## src/rtl/fetch_pkg.sv

```systemverilog
// Shared constants and entry type for the instruction fetch stage.
package fetch_pkg;

    localparam int          INSN_W           = 32;
    localparam logic [31:0] RESET_PC_DEFAULT = 32'h8002_0000;
    localparam logic [31:0] NOP_INSN         = 32'h0000_0000;
    localparam logic [31:0] PC_INCR          = 32'd4;

    typedef struct packed {
        logic [INSN_W-1:0] insn;
        logic [31:0]       pc;
    } fetch_entry_t;

    function automatic logic [31:0] align_pc(input logic [31:0] pc_in);
        return pc_in & 32'hFFFF_FFFC;
    endfunction

endpackage

```

## src/rtl/fetch_if.sv

```systemverilog
// Signal bundle between fetch, instruction memory and decode.
// Defining FETCH_PERF_CNT_EN adds the three performance counter outputs.
interface fetch_if;
    import fetch_pkg::*;

    logic              stall;
    logic              redirect_valid;
    logic [31:0]       redirect_pc;
    logic              imem_rd_en;
    logic [31:0]       imem_addr;
    logic [INSN_W-1:0] imem_rdata;
    logic              imem_rvalid;
    logic [INSN_W-1:0] insn;
    logic [31:0]       pc;
    logic              enable_decode;

`ifdef FETCH_PERF_CNT_EN
    logic [31:0]       perf_fetched;
    logic [31:0]       perf_dropped;
    logic [31:0]       perf_stall_cycles;

    modport master (
        input  stall, redirect_valid, redirect_pc, imem_rdata, imem_rvalid,
        output imem_rd_en, imem_addr, insn, pc, enable_decode,
        output perf_fetched, perf_dropped, perf_stall_cycles
    );

    modport slave (
        output stall, redirect_valid, redirect_pc, imem_rdata, imem_rvalid,
        input  imem_rd_en, imem_addr, insn, pc, enable_decode,
        input  perf_fetched, perf_dropped, perf_stall_cycles
    );
`else
    modport master (
        input  stall, redirect_valid, redirect_pc, imem_rdata, imem_rvalid,
        output imem_rd_en, imem_addr, insn, pc, enable_decode
    );

    modport slave (
        output stall, redirect_valid, redirect_pc, imem_rdata, imem_rvalid,
        input  imem_rd_en, imem_addr, insn, pc, enable_decode
    );
`endif

endinterface

```

## src/rtl/fetch_fifo.sv

```systemverilog
// Synchronous DEPTH-entry FIFO with flush and occupancy count; head is read combinationally.
module fetch_fifo #(
    parameter int DEPTH = 4,
    parameter int WIDTH = 64
) (
    input  logic                       clock,
    input  logic                       reset,
    input  logic                       i_push,
    input  logic                       i_pop,
    input  logic                       i_flush,
    input  logic [WIDTH-1:0]           i_wdata,
    output logic [WIDTH-1:0]           o_rdata,
    output logic [$clog2(DEPTH):0]     o_count
);

    localparam int             AW   = $clog2(DEPTH);
    localparam logic [AW:0]    FULL = (AW+1)'(DEPTH);

    logic [WIDTH-1:0] r_mem [DEPTH];
    logic [AW-1:0]    r_wr_ptr;
    logic [AW-1:0]    r_rd_ptr;
    logic [AW:0]      r_count;
    logic             w_do_push;
    logic             w_do_pop;

    assign w_do_push = i_push && (r_count != FULL);
    assign w_do_pop  = i_pop  && (r_count != '0);

    always_ff @(posedge clock) begin
        if (reset || i_flush) begin
            r_wr_ptr <= '0;
            r_rd_ptr <= '0;
            r_count  <= '0;
        end else begin
            if (w_do_push) r_wr_ptr <= r_wr_ptr + 1'b1;
            if (w_do_pop)  r_rd_ptr <= r_rd_ptr + 1'b1;
            r_count <= r_count + (AW+1)'(w_do_push) - (AW+1)'(w_do_pop);
        end
    end

    // Storage carries no reset; only the pointers decide what is valid.
    always_ff @(posedge clock) begin
        if (w_do_push) r_mem[r_wr_ptr] <= i_wdata;
    end

    assign o_rdata = r_mem[r_rd_ptr];
    assign o_count = r_count;

endmodule

```

## src/rtl/fetch_unit.sv

```systemverilog
// Instruction fetch: owns the PC, issues word reads, queues responses in order for decode.
// Optional build macro FETCH_PERF_CNT_EN enables saturating performance counters.
module fetch_unit
    import fetch_pkg::*;
#(
    parameter int          DEPTH    = 4,
    parameter logic [31:0] RESET_PC = RESET_PC_DEFAULT
) (
    input  logic    clock,
    input  logic    reset,
    fetch_if.master bus
);

    localparam int               CNT_W      = $clog2(DEPTH) + 1;
    localparam logic [CNT_W:0]   OCC_LIMIT  = (CNT_W+1)'(DEPTH);

    logic [31:0]        r_fetch_pc;
    logic [CNT_W-1:0]   r_inflight;
    logic [CNT_W-1:0]   r_drop;

    logic [CNT_W-1:0]   w_q_count;
    logic [CNT_W-1:0]   w_tag_count;
    logic [31:0]        w_tag_pc;
    fetch_entry_t       w_q_wdata;
    fetch_entry_t       w_head;
    logic               w_en;
    logic               w_pop_raw;
    logic               w_q_pop;
    logic               w_q_push;
    logic               w_discard;
    logic               w_issue;
    logic [CNT_W:0]     w_occ;

    assign w_en      = (w_q_count != '0);
    assign w_pop_raw = w_en && !bus.stall;
    assign w_q_pop   = w_pop_raw && !bus.redirect_valid;

    // Outstanding reads plus queued entries never exceed DEPTH, so every kept response has a slot.
    assign w_occ   = {1'b0, r_inflight} + {1'b0, w_q_count} - (CNT_W+1)'(w_pop_raw);
    assign w_issue = !reset && !bus.redirect_valid && (w_occ < OCC_LIMIT);

    // Responses with no matching tag are ignored rather than queued with a bogus PC.
    assign w_discard = bus.imem_rvalid && ((r_drop != '0) || bus.redirect_valid);
    assign w_q_push  = bus.imem_rvalid && (r_drop == '0) && !bus.redirect_valid
                       && (w_tag_count != '0);

    assign w_q_wdata.insn = bus.imem_rdata;
    assign w_q_wdata.pc   = w_tag_pc;

    always_ff @(posedge clock) begin
        if (reset) begin
            r_fetch_pc <= RESET_PC;
            r_inflight <= '0;
            r_drop     <= '0;
        end else begin
            r_inflight <= r_inflight + CNT_W'(w_issue) - CNT_W'(bus.imem_rvalid);
            if (bus.redirect_valid) begin
                r_fetch_pc <= align_pc(bus.redirect_pc);
                // Earlier drops are already part of inflight, so inflight alone is the new total.
                r_drop     <= r_inflight - CNT_W'(bus.imem_rvalid);
            end else begin
                if (w_issue) r_fetch_pc <= r_fetch_pc + PC_INCR;
                if (bus.imem_rvalid && (r_drop != '0)) r_drop <= r_drop - 1'b1;
            end
        end
    end

    fetch_fifo #(
        .DEPTH (DEPTH),
        .WIDTH (32)
    ) u_tag_fifo (
        .clock   (clock),
        .reset   (reset),
        .i_push  (w_issue),
        .i_pop   (bus.imem_rvalid),
        .i_flush (1'b0),
        .i_wdata (r_fetch_pc),
        .o_rdata (w_tag_pc),
        .o_count (w_tag_count)
    );

    fetch_fifo #(
        .DEPTH (DEPTH),
        .WIDTH ($bits(fetch_entry_t))
    ) u_insn_fifo (
        .clock   (clock),
        .reset   (reset),
        .i_push  (w_q_push),
        .i_pop   (w_q_pop),
        .i_flush (bus.redirect_valid),
        .i_wdata (w_q_wdata),
        .o_rdata (w_head),
        .o_count (w_q_count)
    );

    assign bus.imem_rd_en    = w_issue;
    assign bus.imem_addr     = reset ? RESET_PC : r_fetch_pc;
    assign bus.enable_decode = w_en;
    assign bus.insn          = w_en ? w_head.insn : NOP_INSN;
    assign bus.pc            = w_en ? w_head.pc   : RESET_PC;

`ifdef FETCH_PERF_CNT_EN
    function automatic logic [31:0] sat_inc(input logic [31:0] v);
        return (v == 32'hFFFF_FFFF) ? v : v + 32'd1;
    endfunction

    logic [31:0] r_perf_fetched;
    logic [31:0] r_perf_dropped;
    logic [31:0] r_perf_stall_cycles;

    always_ff @(posedge clock) begin
        if (reset) begin
            r_perf_fetched      <= '0;
            r_perf_dropped      <= '0;
            r_perf_stall_cycles <= '0;
        end else begin
            if (w_q_push)            r_perf_fetched      <= sat_inc(r_perf_fetched);
            if (w_discard)           r_perf_dropped      <= sat_inc(r_perf_dropped);
            if (w_en && bus.stall)   r_perf_stall_cycles <= sat_inc(r_perf_stall_cycles);
        end
    end

    assign bus.perf_fetched      = r_perf_fetched;
    assign bus.perf_dropped      = r_perf_dropped;
    assign bus.perf_stall_cycles = r_perf_stall_cycles;
`endif

endmodule

```

## src/flat_wrapper.sv

```systemverilog
// flat-port wrapper written by rule: the top's interface ports become plain ports
module fetch_unit_flat import fetch_pkg::*;
#(
    parameter int          DEPTH    = 4,
    parameter logic [31:0] RESET_PC = RESET_PC_DEFAULT
)
  (clock, reset, bus_stall, bus_redirect_valid, bus_redirect_pc, bus_imem_rdata, bus_imem_rvalid, bus_imem_rd_en, bus_imem_addr, bus_insn, bus_pc, bus_enable_decode);
  fetch_if bus_i ();
  input  logic clock;
  input  logic reset;
  input wire logic [$bits(bus_i.stall)-1:0] bus_stall;
  input wire logic [$bits(bus_i.redirect_valid)-1:0] bus_redirect_valid;
  input wire logic [$bits(bus_i.redirect_pc)-1:0] bus_redirect_pc;
  input wire logic [$bits(bus_i.imem_rdata)-1:0] bus_imem_rdata;
  input wire logic [$bits(bus_i.imem_rvalid)-1:0] bus_imem_rvalid;
  output wire logic [$bits(bus_i.imem_rd_en)-1:0] bus_imem_rd_en;
  output wire logic [$bits(bus_i.imem_addr)-1:0] bus_imem_addr;
  output wire logic [$bits(bus_i.insn)-1:0] bus_insn;
  output wire logic [$bits(bus_i.pc)-1:0] bus_pc;
  output wire logic [$bits(bus_i.enable_decode)-1:0] bus_enable_decode;
  assign bus_i.stall = bus_stall;
  assign bus_i.redirect_valid = bus_redirect_valid;
  assign bus_i.redirect_pc = bus_redirect_pc;
  assign bus_i.imem_rdata = bus_imem_rdata;
  assign bus_i.imem_rvalid = bus_imem_rvalid;
  assign bus_imem_rd_en = bus_i.imem_rd_en;
  assign bus_imem_addr = bus_i.imem_addr;
  assign bus_insn = bus_i.insn;
  assign bus_pc = bus_i.pc;
  assign bus_enable_decode = bus_i.enable_decode;
  fetch_unit #(.DEPTH(DEPTH), .RESET_PC(RESET_PC)) u_core (.clock(clock), .reset(reset), .bus(bus_i));
endmodule
```

## config.mk

```make
export PLATFORM = sky130hd
export DESIGN_NAME = fetch_unit_flat
export DESIGN_NICKNAME = d
export VERILOG_FILES = /design/src/rtl/fetch_pkg.sv /design/src/rtl/fetch_if.sv /design/src/rtl/fetch_fifo.sv /design/src/rtl/fetch_unit.sv /design/src/flat_wrapper.sv
export SDC_FILE = /design/constraint.sdc
export NUM_CORES = 1
export LEC_CHECK = 0
export ABC_CLOCK_PERIOD_IN_PS = 4800
export CAP_MARGIN = 10
export CORE_ASPECT_RATIO = 1.1
export CORE_MARGIN = 4
export CORE_UTILIZATION = 55
export DETAILED_ROUTE_END_ITERATION = 12
export GPL_TIMING_DRIVEN = 0
export PLACE_DENSITY = 0.86
export SETUP_SLACK_MARGIN = 0.05
export SLEW_MARGIN = 15
export SYNTH_ARGS = -nofsm -noshare
export SYNTH_HDL_FRONTEND = slang
export SYNTH_SLANG_ARGS = --single-unit
```

## constraint.sdc

```tcl
create_clock -name clock -period 4.8 [get_ports clock]
set_clock_uncertainty 0.15 [all_clocks]
set_input_delay 1.2 -clock clock [delete_from_list [all_inputs] [get_ports clock]]
set_output_delay 1.2 -clock clock [all_outputs]
set_load 0.02 [all_outputs]
```

**Word-level counts from Yosys, hierarchy flattened**

Memory sizes are Yosys's and may differ from the RTL's. A register that Yosys moved wholly into a read port is not among the register bits.
Index checks and enable logic that the tools add are counted.

- Memories kept: 2
- Input port bits: 69
- RAM bits: 384
- Word-level logic and storage cells: 68
- Bits in registers: 52
- Output and inout port bits: 98

Memory list:

| name | depth | bits a word | rd ports | clocked after memory_dff | wr ports | RTL line | text |
|---|---|---|---|---|---|---|---|
| u_core.u_insn_fifo.r_mem | 4 | 64 | 1 | 1 | 1 | fetch_fifo.sv:19 | `logic [WIDTH-1:0] r_mem [DEPTH];` |
| u_core.u_tag_fifo.r_mem | 4 | 32 | 1 | 1 | 1 | fetch_fifo.sv:19 |  |

- $lt $le $gt $ge: 1
- Muxes and demuxes: 15
- Reduce and logical (&&, ||, !) cells: 23
- Add/subtract/negate cells: 15
- Equality and inequality tests: 2

Operators with widths:

| operator | count |
|---|---|
| 32-bit two-way mux | 5 |
| 32-bit by 3-bit adder with 32-bit output (second input constant) | 1 |
| 1-bit logical AND | 12 |
| 3-bit by 1-bit subtractor with 3-bit output | 4 |
| 3-bit by 1-bit adder with 3-bit output | 3 |
| 3-bit nonzero test | 3 |
| 2-bit by 1-bit adder with 2-bit output (second input constant) | 4 |
| 2-bit two-way mux | 4 |
| 3-bit two-way mux | 2 |
| 3-bit != test (second input constant) | 2 |
| 3-bit by 3-bit adder with 4-bit output | 1 |
| 4-bit by 3-bit less-than comparator with 1-bit output (second input constant) | 1 |
| 1-bit two-way mux | 4 |
| 2-bit nonzero test | 2 |
| 4-bit by 1-bit subtractor with 4-bit output | 1 |
| 1-bit logical NOT | 3 |
| 3-bit logical NOT | 1 |
| 3-bit by 1-bit subtractor with 3-bit output (second input constant) | 1 |
| 2-bit OR reduction | 1 |
| 1-bit logical OR | 1 |

**Depth between registers and ports, before layout**

Gate-level depths: netlist of run 1.

- Word-level depth: 8
- Depth in mapped cells: 19
- Mapped depth without buffers: 17

**Modules after synthesis**

Synthesis of run 1 repeated with hierarchy kept, for this count alone.

- Cells, all modules: 1005
- Area, all modules: 17999.8 um^2

Modules (own cells, without submodules):

| module | area an instance (um^2) | cells an instance | instances |
|---|---|---|---|
| fetch_fifo at u_core.u_insn_fifo | 9764.4 | 379 | 1 |
| fetch_fifo at u_core.u_tag_fifo | 5114.9 | 212 | 1 |
| fetch_unit | 3120.5 | 414 | 1 |

**Worst setup path after synthesis of run 1**

No wires, ideal clock.

- Path type: input to register
- Start point: in bus_stall
- End point: reg u_core.u_tag_fifo.r_count[2], in the netlist u_core.u_tag_fifo.o_count[2]
- Data required time: 4.522 ns
- Arrival: 4.131 ns
- Setup time: 0.128 ns
- Setup slack: 0.391 ns
- Buffers on the path: 2
- Stages: 18
- Cell sequence: nor2_1 ha_1 inv_1 ha_1 and3b_1 o211a_1 buf_2 clkbuf_1 o211a_1 inv_1 ha_1 inv_1 ha_1 inv_1 fa_1 xor2_1 xnor2_1 nor2_1

- Word-level cells in the longest chain between the ends: 8

RTL lines:

| element | RTL line | text |
|---|---|---|
| start: declaration | flat_wrapper.sv:11 | `input wire logic [$bits(bus_i.stall)-1:0] bus_stall;` |
| 1-bit logical NOT | fetch_unit.sv:35 | `assign w_pop_raw = w_en && !bus.stall;` |
| 1-bit logical AND | fetch_unit.sv:35 |  |
| 4-bit by 1-bit subtractor with 4-bit output | fetch_unit.sv:39 | `assign w_occ = {1'b0, r_inflight} + {1'b0, w_q_count} - (CNT_W+1)'(w_pop_raw);` |
| 4-bit by 3-bit less-than comparator with 1-bit output | fetch_unit.sv:40 | `assign w_issue = !reset && !bus.redirect_valid && (w_occ < OCC_LIMIT);` |
| 1-bit logical AND | fetch_unit.sv:40 |  |
| 1-bit logical AND | fetch_fifo.sv:26 | `assign w_do_push = i_push && (r_count != FULL);` |
| 3-bit by 1-bit adder with 3-bit output | fetch_fifo.sv:37 | `r_count <= r_count + (AW+1)'(w_do_push) - (AW+1)'(w_do_pop);` |
| 3-bit by 1-bit subtractor with 3-bit output | fetch_fifo.sv:37 |  |
| end signal: assignment | fetch_fifo.sv:37 |  |
| end: declaration | fetch_fifo.sv:22 | `logic [AW:0] r_count;` |

Every way passes these cells.
A chain may end at the register's enable or synchronous reset.

**Worst setup path after layout of run 1**

- Start point: in bus_stall
- End point: out bus_imem_rd_en

- Word-level cells in the longest chain between the ends: 5

RTL lines:

| element | RTL line | text |
|---|---|---|
| 1-bit logical NOT | fetch_unit.sv:35 |  |
| 1-bit logical AND | fetch_unit.sv:35 |  |
| 4-bit by 1-bit subtractor with 4-bit output | fetch_unit.sv:39 |  |
| 4-bit by 3-bit less-than comparator with 1-bit output | fetch_unit.sv:40 |  |
| 1-bit logical AND | fetch_unit.sv:40 |  |
| end: declaration | flat_wrapper.sv:16 | `output wire logic [$bits(bus_i.imem_rd_en)-1:0] bus_imem_rd_en;` |

Every way passes these cells.

==> metrics.csv, run 1 <==
metric,value,unit
Post-Syn Area,17000,µm²
status,"finished, final reports clean",
Nets,1252,
Final Hold Fails,0,
drt drc,0,
setup ws final,202,ps
GPL Wtd Cong,0.887,
Placement Cell Area,19300,µm²
CP Cell Sequence,clkbuf_2 > nor2_4 > ha_1 > inv_1 > ha_1 > and3b_1 > o211a_1 > buf_4 > or2_2 > nand2_2 > inv_1 > buf_2,
routed len/inst,21.9,µm
Final ANT Viol Nets,0,
Port Buf Inserts,160,
initial antenna violation count,0,
CTS tree,yes,
Vias/cell,5.67,
hold buffers post-CTS,0,
share of layout cells above drive strength 1,0.170,
ranking of synthesized cells by area,"edfxtp_1 (65%), mux4_2 (12%), dfxtp_1 (6.4%), nor2b_1 (3.2%), ha_1 (1.8%)",
Die Y,192,µm
crit start category,input port,
Crit path largest cell delay,330,ps
CP Max Fanout,10,
final wirelength,35100,µm
post-route cell area,20600,µm²
ys async rst share,0,
Via Count,9069,
Avg Inst Size Synth,18.0,µm²
Multi-input gate area,4540,µm²
Post-Synthesis Cells,942,
Main synth FF type,edfxtp_1,
CP Data Arrival Time,3250,ps
most common cell in the netlist,edfxtp_1,
fmax,217,MHz
largest net degree at the start of global routing,48,
Storage cell area,12100,µm²
Worst path slowest cell,or2_2,
worst hold slack,380,ps
share of the synthesized area in the top cell type,0.651,
CP required,3450,ps
Power Dens Cells,425,nW/µm²
yosys warns,0,
DRT iter0 DRCs,710,
vias in the first global route,9533,
Post-synth EDFFs,368,
dpl ws,-856,ps
final setup violating endpoints,0,
CTS HTree Levels,2,
width of the die,176,µm
Worst Tran Pin Value,914,ps
antenna cell count,0,
Synth Register Bits,422,
Tcrit/Tclk final,0.958,
synth cell count leaders,"edfxtp_1 (368), mux4_2 (92), nor2b_1 (87)",
"Distinct cells, synth",53,
Max Cap Viol,0,
DRT Pass-1 Iters,7,
area grow syn2layout,21.3,%
clk root buf,clkbuf_16,
slew margin rel.,0.391,
Sink Count,422,
cell taking the most area after synthesis,edfxtp_1,
RSZ-0062 raised after global routing,false,
row count,67,
Die Area,33800,µm²
Worst-path clk slew,60,ps
Setup CP Type,in2out,
sequential-to-total area share from yosys stat,0.714,
first-pass GRT wire length,54600,µm
clk buf depth,3,
DP HPWL,21900,µm
GRT Total Usage,0.209,
crit path time final,4600,ps
Pins Over Slew Limit,0,
Worst Hold Class,reg2reg,
Initial Util,0.558,
core area,30400,µm²
CTS Buf Count,40,
Fillers,1943,
clk_lat worst skew,520,ps
top-level I/O count,167,
peak supply drop,0.257,mV
CP Capture Type,primary output,
setup TNS,0,ps
leakage power,6.60,nW
grt total ovfl,0,
-- report_power, final --
part	total (W)	internal, W	leakage [nW]	switching, W
Combinational	0.00127	0.000573	2.20	0.000698
Clock	0.00306	0.00179	0.620	0.00127
Sequential	0.00442	0.00430	3.78	0.000118
-- per-stage QoR --
| stage | total power (W) | util | std cells |
|---|---|---|---|
| after floorplan | 0.00531 | - | 945 |
| after global placement | 0.00567 | 0.628 | 1519 |
| after detailed placement | 0.00575 | 0.634 | 1526 |
| after CTS | 0.00881 | 0.676 | 1598 |
| after global routing | 0.00910 | 0.677 | 1599 |
| final | 0.00876 | 0.677 | 1599 |
-- worst paths after layout --
path,start,endpoint,slack (ps),cells after the start
min reg2reg,u_core.r_inflight[1],u_core.r_inflight[2],380,2
max,bus_stall,bus_imem_rd_en,200,12
max reg2reg,u_core.u_insn_fifo.o_count[1],u_core.u_tag_fifo.o_count[2],410,20
min,u_core.r_inflight[1],u_core.r_inflight[2],380,2
-- final cells by class --
type | instances | area share
clock buffer | 57 | 0.0547
timing repair buffer | 169 | 0.0863
buffer | 52 | 0.0112
inverter | 33 | 0.00602
clock inverter | 14 | 0.00693
tap | 414 | 0.0252
multi-input combinational | 438 | 0.221
sequential | 422 | 0.589
-- kinds of logic after synthesis --
logic type / after synthesis / synth area share
DFF: 422 / 0.714
other: 1 / 0.000221
and+or+nand+nor: 209 / 0.0703
buffers and inverters: 85 / 0.0206
xor gates and xnor gates: 32 / 0.0165
muxes: 96 / 0.124
adders and majority gates: 27 / 0.0212
AOI/OAI and AO/OA: 70 / 0.0323
-- worst max-delay path, delay by kind of cell --
family | cells | cell delay (ps)
compound gates | 1 | 250
simple gates | 4 | 750
fa+ha+maj | 2 | 400
buf+inv | 5 | 630
-- placed cells by master, fill, tap and decap left out, types with 4 or more instances in the layout --
master and n:
buf_2 9, clkinv_1 4, or3_1 7, nor3_1 6, a211oi_1 19, and2_4 4
o211ai_1 6, edfxtp_1 368, xnor2_1 15, mux2i_1 4, clkinv_2 6, ha_1 24
and2_2 4, nor2_1 50, buf_4 8, clkbuf_16 41, clkbuf_1 44, a21oi_1 4
xor2_1 17, and3_1 5, nand2_1 15, nand4_1 4, o21ai_0 9, buf_16 4
dfxtp_1 54, mux4_2 92, a311oi_1 8, clkdlybuf4s50_1 158, nor2b_1 87, inv_1 33
conb_1 4, o2111ai_1 10, or2_2 6, clkbuf_8 4, clkbuf_2 4
-- flip-flops by register name, summed over array words and instances, names as in the netlist, named ones only --
signal,count
u_core.u_insn_fifo.r_mem,248
u_core.u_tag_fifo.r_mem,120
u_core.r_fetch_pc,30
u_core.r_drop,3
u_core.r_inflight,3
u_core.u_insn_fifo.o_count,3
u_core.u_tag_fifo.o_count,3
u_core.u_insn_fifo.r_rd_ptr,2
u_core.u_insn_fifo.r_wr_ptr,2
u_core.u_tag_fifo.r_rd_ptr,2
u_core.u_tag_fifo.r_wr_ptr,2
-- layer usage --
metal / vias up / global-route usage / wire length, µm
met2: 362 / 0.357 / 17500
met4: 0 / 0.0564 / 728
met5: - / 0 / 0
li1: 4090 / - / -
met1: 4554 / 0.288 / 14600
met3: 63 / 0.0325 / 2190
-- repair_timing --
item | CTS | global route
buffers inserted | 1 | 1
endpoints found under the setup margin | 7 | 8
cloned | 0 | 0
hold endpoints to repair | 0 | 0
resized for setup | 8 | 7
pin swaps | 1 | 1
No activity file was read; power rests on OpenSTA's default activity.
==> run 2, diff against run 1 <==
--- a/config.mk
+++ b/config.mk
@@ -12,7 +12,7 @@
 export CORE_UTILIZATION = 55
 export DETAILED_ROUTE_END_ITERATION = 12
 export GPL_TIMING_DRIVEN = 0
-export PLACE_DENSITY = 0.86
+export PLACE_DENSITY = 0.77
 export SETUP_SLACK_MARGIN = 0.05
 export SLEW_MARGIN = 15
 export SYNTH_ARGS = -nofsm -noshare
==> metrics.csv, run 2 (synthesized netlist as in run 1, its figures left out) <==
metric,value,unit
DRT iter0 DRCs,731,
Worst-path clk slew,60,ps
Via Count,9134,
"commonest non-fill, non-tap cell in the layout",edfxtp_1,
RSZ-0062 raised after global routing,false,
width of the die,176,µm
CP Capture Type,primary output,
Die Y,192,µm
Vias/cell,5.71,
antenna cell count,0,
Power Dens Cells,427,nW/µm²
fmax,215,MHz
first-pass GRT wire length,53800,µm
Internal Dissipation,0.00671,W
CP Max Fanout,10,
routed len/inst,21.4,µm
crit path time final,4640,ps
combinational share of power,0.146,
status,"finished, final reports clean",
Max Cap Viol,0,
Port Buf Inserts,160,
slew margin rel.,0.393,
share of layout cells above drive strength 1,0.178,
GPL Wtd Cong,0.844,
sequential power share,0.501,
final wirelength,34200,µm
CP Cell Sequence,dlygate4sd2_1 > nor2_4 > ha_1 > inv_1 > ha_1 > and3b_1 > o211a_1 > buf_4 > or2_4 > nand2_2 > inv_1 > buf_2,
"Buf+Inv Stages, Crit Path",5,
crit start category,input port,
"commonest non-fill, non-tap cells in the layout","edfxtp_1 (368), clkdlybuf4s50_1 (158), mux4_2 (92)",
clk_lat worst skew,520,ps
hold buffers post-CTS,0,
Worst Tran Pin Value,911,ps
GRT Total Usage,0.206,
Final ANT Viol Nets,0,
Placement Cell Area,19300,µm²
cell family with most CP delay,buffers and inverters,
leakage power,6.63,nW
net switching power,0.00211,W
vias in the first global route,9492,
clk root buf,clkbuf_16,
switch share,0.239,
peak supply drop,0.262,mV
biggest regs,"u_core.u_insn_fifo.r_mem: 248 flops, u_core.u_tag_fifo.r_mem: 120 flops, u_core.r_fetch_pc: 30 flops",
CP Data Arrival Time,3290,ps
top-level I/O count,167,
area grow syn2layout,21.7,%
row count,67,
final setup violating endpoints,0,
Clk pwr share,0.353,
Worst path slowest cell,dlygate4sd2_1,
Die Area,33800,µm²
Setup CP Type,in2out,
clk buf depth,3,
Pins Over Slew Limit,0,
DRT Pass-1 Iters,5,
CTS Buf Count,40,
Sink Count,422,
drt drc,0,
Final Hold Fails,0,
Initial Util,0.558,
DP HPWL,22300,µm
Tcrit/Tclk final,0.967,
Fillers,1970,
initial antenna violation count,0,
Crit path largest cell delay,300,ps
Worst Hold Class,reg2reg,
Nets,1253,
CTS HTree Levels,2,
largest net degree at the start of global routing,49,
Power Total,0.00882,W
max reg flops,248,
core area,30400,µm²
grt total ovfl,0,
post-route cell area,20700,µm²
worst hold slack,395,ps
CP required,3450,ps
CTS tree,yes,
Top reg by flops,u_core.u_insn_fifo.r_mem,
## run 2: changes by cell type in the layout (fill, tap and decap cells not counted), moves of 2 or more
cell	delta
clkbuf_1	-7
buf_12	+2
clkinv_2	+2
inv_6	+2
## run 2: worst paths after layout
| path | startpoint | endpoint | slack [ps] | cells past startpoint |
|---|---|---|---|---|
| setup / recovery | bus_stall | bus_imem_rd_en | 160 | 12 |
| setup reg to reg | u_core.u_insn_fifo.o_count[1] | u_core.u_tag_fifo.o_count[2] | 430 | 20 |
| hold / removal | u_core.r_inflight[1] | u_core.r_inflight[2] | 390 | 2 |
| hold reg to reg | u_core.r_inflight[1] | u_core.r_inflight[2] | 390 | 2 |
## run 2: power by group through the flow
stage                     Sequential [W]  Combinational [W]  Clock, W
after CTS                        0.00442            0.00129   0.00316
after global routing             0.00444            0.00141   0.00334
after global placement           0.00449            0.00120         0
after floorplan                  0.00446           0.000851         0
after detailed placement         0.00449            0.00127         0
final                            0.00442            0.00129   0.00311
## run 2: tightest hold or removal path: stages (launching register included)
cell     delay [ps]
dfxtp_1         350
xnor2_1          80
nor2_1           80
## run 2: area by class of cell
| type | instances | area [µm²] | share of cell area |
|---|---|---|---|
| flip-flops and latches | 422 | 12100 | 0.587 |
| multi-input cells | 438 | 4540 | 0.220 |
| clock inverters | 20 | 185 | 0.00896 |
| well taps | 414 | 518 | 0.0251 |
| inverters | 33 | 124 | 0.00600 |
| plain buffers | 52 | 233 | 0.0113 |
| clock buffers | 52 | 1130 | 0.0546 |
| repair buffers | 170 | 1790 | 0.0868 |
## run 2: metal layers
| metal | vias to the layer above | part of all wire | global-route usage | routed length (µm) |
|---|---|---|---|---|
| met3 | 46 | 0.058 | 0.0306 | 1980 |
| met2 | 349 | 0.50 | 0.349 | 17200 |
| met1 | 4641 | 0.42 | 0.288 | 14400 |
| met4 | 0 | 0.016 | 0.0495 | 563 |
| met5 | - | 0 | 0 | 0 |
| li1 | 4098 | - | - | - |
## run 2: repair_timing
action / 4_1_cts / 5_1_grt
resized for setup: 10 / 6
buffers inserted: 2 / 0
endpoints found under the setup margin: 7 / 8
pin swaps: 1 / 0
## run 2: through the flow
step | TNS (ps) | std cells | utilization | worst slack [ps]
after floorplan | 0 | 945 | - | 391
after global placement | -476920 | 1519 | 0.628 | -1510
after detailed placement | -14530 | 1527 | 0.635 | -824
after CTS | 0 | 1601 | 0.679 | 60.2
after global routing | 0 | 1601 | 0.679 | 56.8
final | 0 | 1601 | 0.679 | 156
==> run 3, diff against run 2 <==
--- a/config.mk
+++ b/config.mk
@@ -9,10 +9,9 @@
 export CAP_MARGIN = 10
 export CORE_ASPECT_RATIO = 1.1
 export CORE_MARGIN = 4
-export CORE_UTILIZATION = 55
+export CORE_UTILIZATION = 40
 export DETAILED_ROUTE_END_ITERATION = 12
 export GPL_TIMING_DRIVEN = 0
-export PLACE_DENSITY = 0.77
 export SETUP_SLACK_MARGIN = 0.05
 export SLEW_MARGIN = 15
 export SYNTH_ARGS = -nofsm -noshare
==> metrics.csv, run 3 (synthesized netlist as in run 1, its figures left out) <==
metric,value,unit
Power Total,0.00882,W
Tcrit/Tclk final,0.964,
r2r endpoint,u_core.u_tag_fifo.o_count[2],
placed cells,1673,
Fillers,3499,
Layout Cells excl Fill,1749,
CP Capture Type,primary output,
CP Max Fanout,10,
vias in the first global route,9515,
drt drc,0,
row count,78,
largest net degree at the start of global routing,37,
RR Startpoint,u_core.u_insn_fifo.o_count[1],
peak supply drop,0.174,mV
CTS HTree Levels,2,
CTS Buf Count,43,
area grow syn2layout,22.8,%
DRT Pass-1 Iters,6,
clk root buf,clkbuf_16,
GPL Wtd Cong,0.797,
worst hold slack,384,ps
crit start category,input port,
Placement Cell Area,19500,µm²
biggest regs,"u_core.u_insn_fifo.r_mem: 248 flops, u_core.u_tag_fifo.r_mem: 120 flops, u_core.r_fetch_pc: 30 flops",
Util after Layout,0.502,
clk buf depth,3,
Initial Util,0.408,
initial antenna violation count,0,
routed len/inst,20.9,µm
top-level I/O count,167,
antenna cell count,0,
"commonest non-fill, non-tap cell in the layout",edfxtp_1,
GRT Total Usage,0.160,
crit path time final,4630,ps
DP HPWL,24300,µm
Sink Count,422,
fmax,216,MHz
Top reg by flops,u_core.u_insn_fifo.r_mem,
worst reg2reg path depth,20,
Via Count,9035,
final setup violating endpoints,0,
Setup crit start,bus_stall,
grt total ovfl,0,
status,"finished, final reports clean",
DRT iter0 DRCs,453,
Die Area,45800,µm²
Worst Hold Class,reg2reg,
Pins Over Slew Limit,0,
Final ANT Viol Nets,0,
Final Hold Fails,0,
first-pass GRT wire length,56500,µm
Nets,1255,
Setup CP Type,in2out,
share of layout cells above drive strength 1,0.172,
hold buffers post-CTS,0,
Worst-path clk slew,60,ps
RSZ-0062 raised after global routing,false,
Power Dens Cells,423,nW/µm²
slew margin rel.,0.353,
post-route cell area,20900,µm²
width of the die,204,µm
CTS tree,yes,
leakage power,6.62,nW
Worst Tran Pin Value,971,ps
reg2reg setup slack,590,ps
CP required,3450,ps
Port Buf Inserts,160,
Die Y,224,µm
Vias/cell,5.17,
Setup crit end,bus_imem_rd_en,
"commonest non-fill, non-tap cells in the layout","edfxtp_1 (368), clkdlybuf4s50_1 (158), mux4_2 (92)",
final wirelength,36600,µm
clk_lat worst skew,540,ps
CP Data Arrival Time,3280,ps
core area,41600,µm²
max reg flops,248,
Max Cap Viol,0,
==> run 3: worst min-delay path by stage <==
| stage | start | to | slack (ps) | cells after the start |
|---|---|---|---|---|
| finish | u_core.u_tag_fifo.r_rd_ptr[1] | u_core.u_tag_fifo.r_rd_ptr[1] | 380 | 2 |
| global route | u_core.u_tag_fifo.r_rd_ptr[1] | u_core.u_tag_fifo.r_rd_ptr[1] | 410 | 2 |
| CTS | u_core.u_insn_fifo.r_rd_ptr[1] | u_core.u_insn_fifo.r_rd_ptr[1] | 380 | 2 |
| detailed placement | u_core.r_inflight[1] | u_core.r_inflight[2] | 360 | 2 |
| global placement | u_core.r_inflight[1] | u_core.r_inflight[2] | 350 | 2 |
| floorplan | u_core.r_fetch_pc[14] | u_core.u_tag_fifo.r_mem[0][14] | 300 | 0 |
==> run 3: timing repair <==
| action | 4_1_cts | 5_1_grt |
|---|---|---|
| pin swaps | 1 | 0 |
| gates resized for setup | 14 | 2 |
| endpoints found under the setup margin | 24 | 2 |
| setup buffers | 2 | 0 |
==> run 3: metrics by stage <==
stage	setup TNS, ps	setup slack [ps]
2_1_floorplan	0	391
5_1_grt	0	67.9
4_1_cts	0	74.8
3_3_place_gp	-596310	-1970
3_5_place_dp	-32980	-939
6_report	0	173
==> run 3: layer usage <==
| metal | GRT usage | up-vias | routed length (µm) |
|---|---|---|---|
| li1 | - | 4108 | - |
| met1 | 0.219 | 4650 | 16000 |
| met2 | 0.274 | 231 | 18300 |
| met3 | 0.0243 | 46 | 1680 |
| met4 | 0.0383 | 0 | 663 |
| met5 | 0 | - | 0 |
==> run 3: final cells by class <==
type                       count  area (µm²)  share of cell area
sequential                   422       12100               0.582
timing repair buffer         170        1810              0.0867
clock inverter                13        85.1             0.00408
multi-input combinational    438        4550               0.218
tap                          560         701              0.0336
clock buffer                  62        1220              0.0585
inverter                      33         124             0.00594
buffer                        51         229              0.0110
==> run 3: where the power goes <==
part           internal [W]  switching, W  total, W
clock network       0.00181       0.00131   0.00312
registers           0.00431      0.000109   0.00441
logic              0.000580      0.000712   0.00129
==> run 3: critical path, stage by stage <==
cell and delay, ps:
dlygate4sd2_1 290, nor2_4 120, ha_1 150, inv_1 40, ha_1 250, and3b_1 180, o211a_1 230, buf_4 200
or2_4 270, nand2_2 100, inv_2 70, buf_2 160
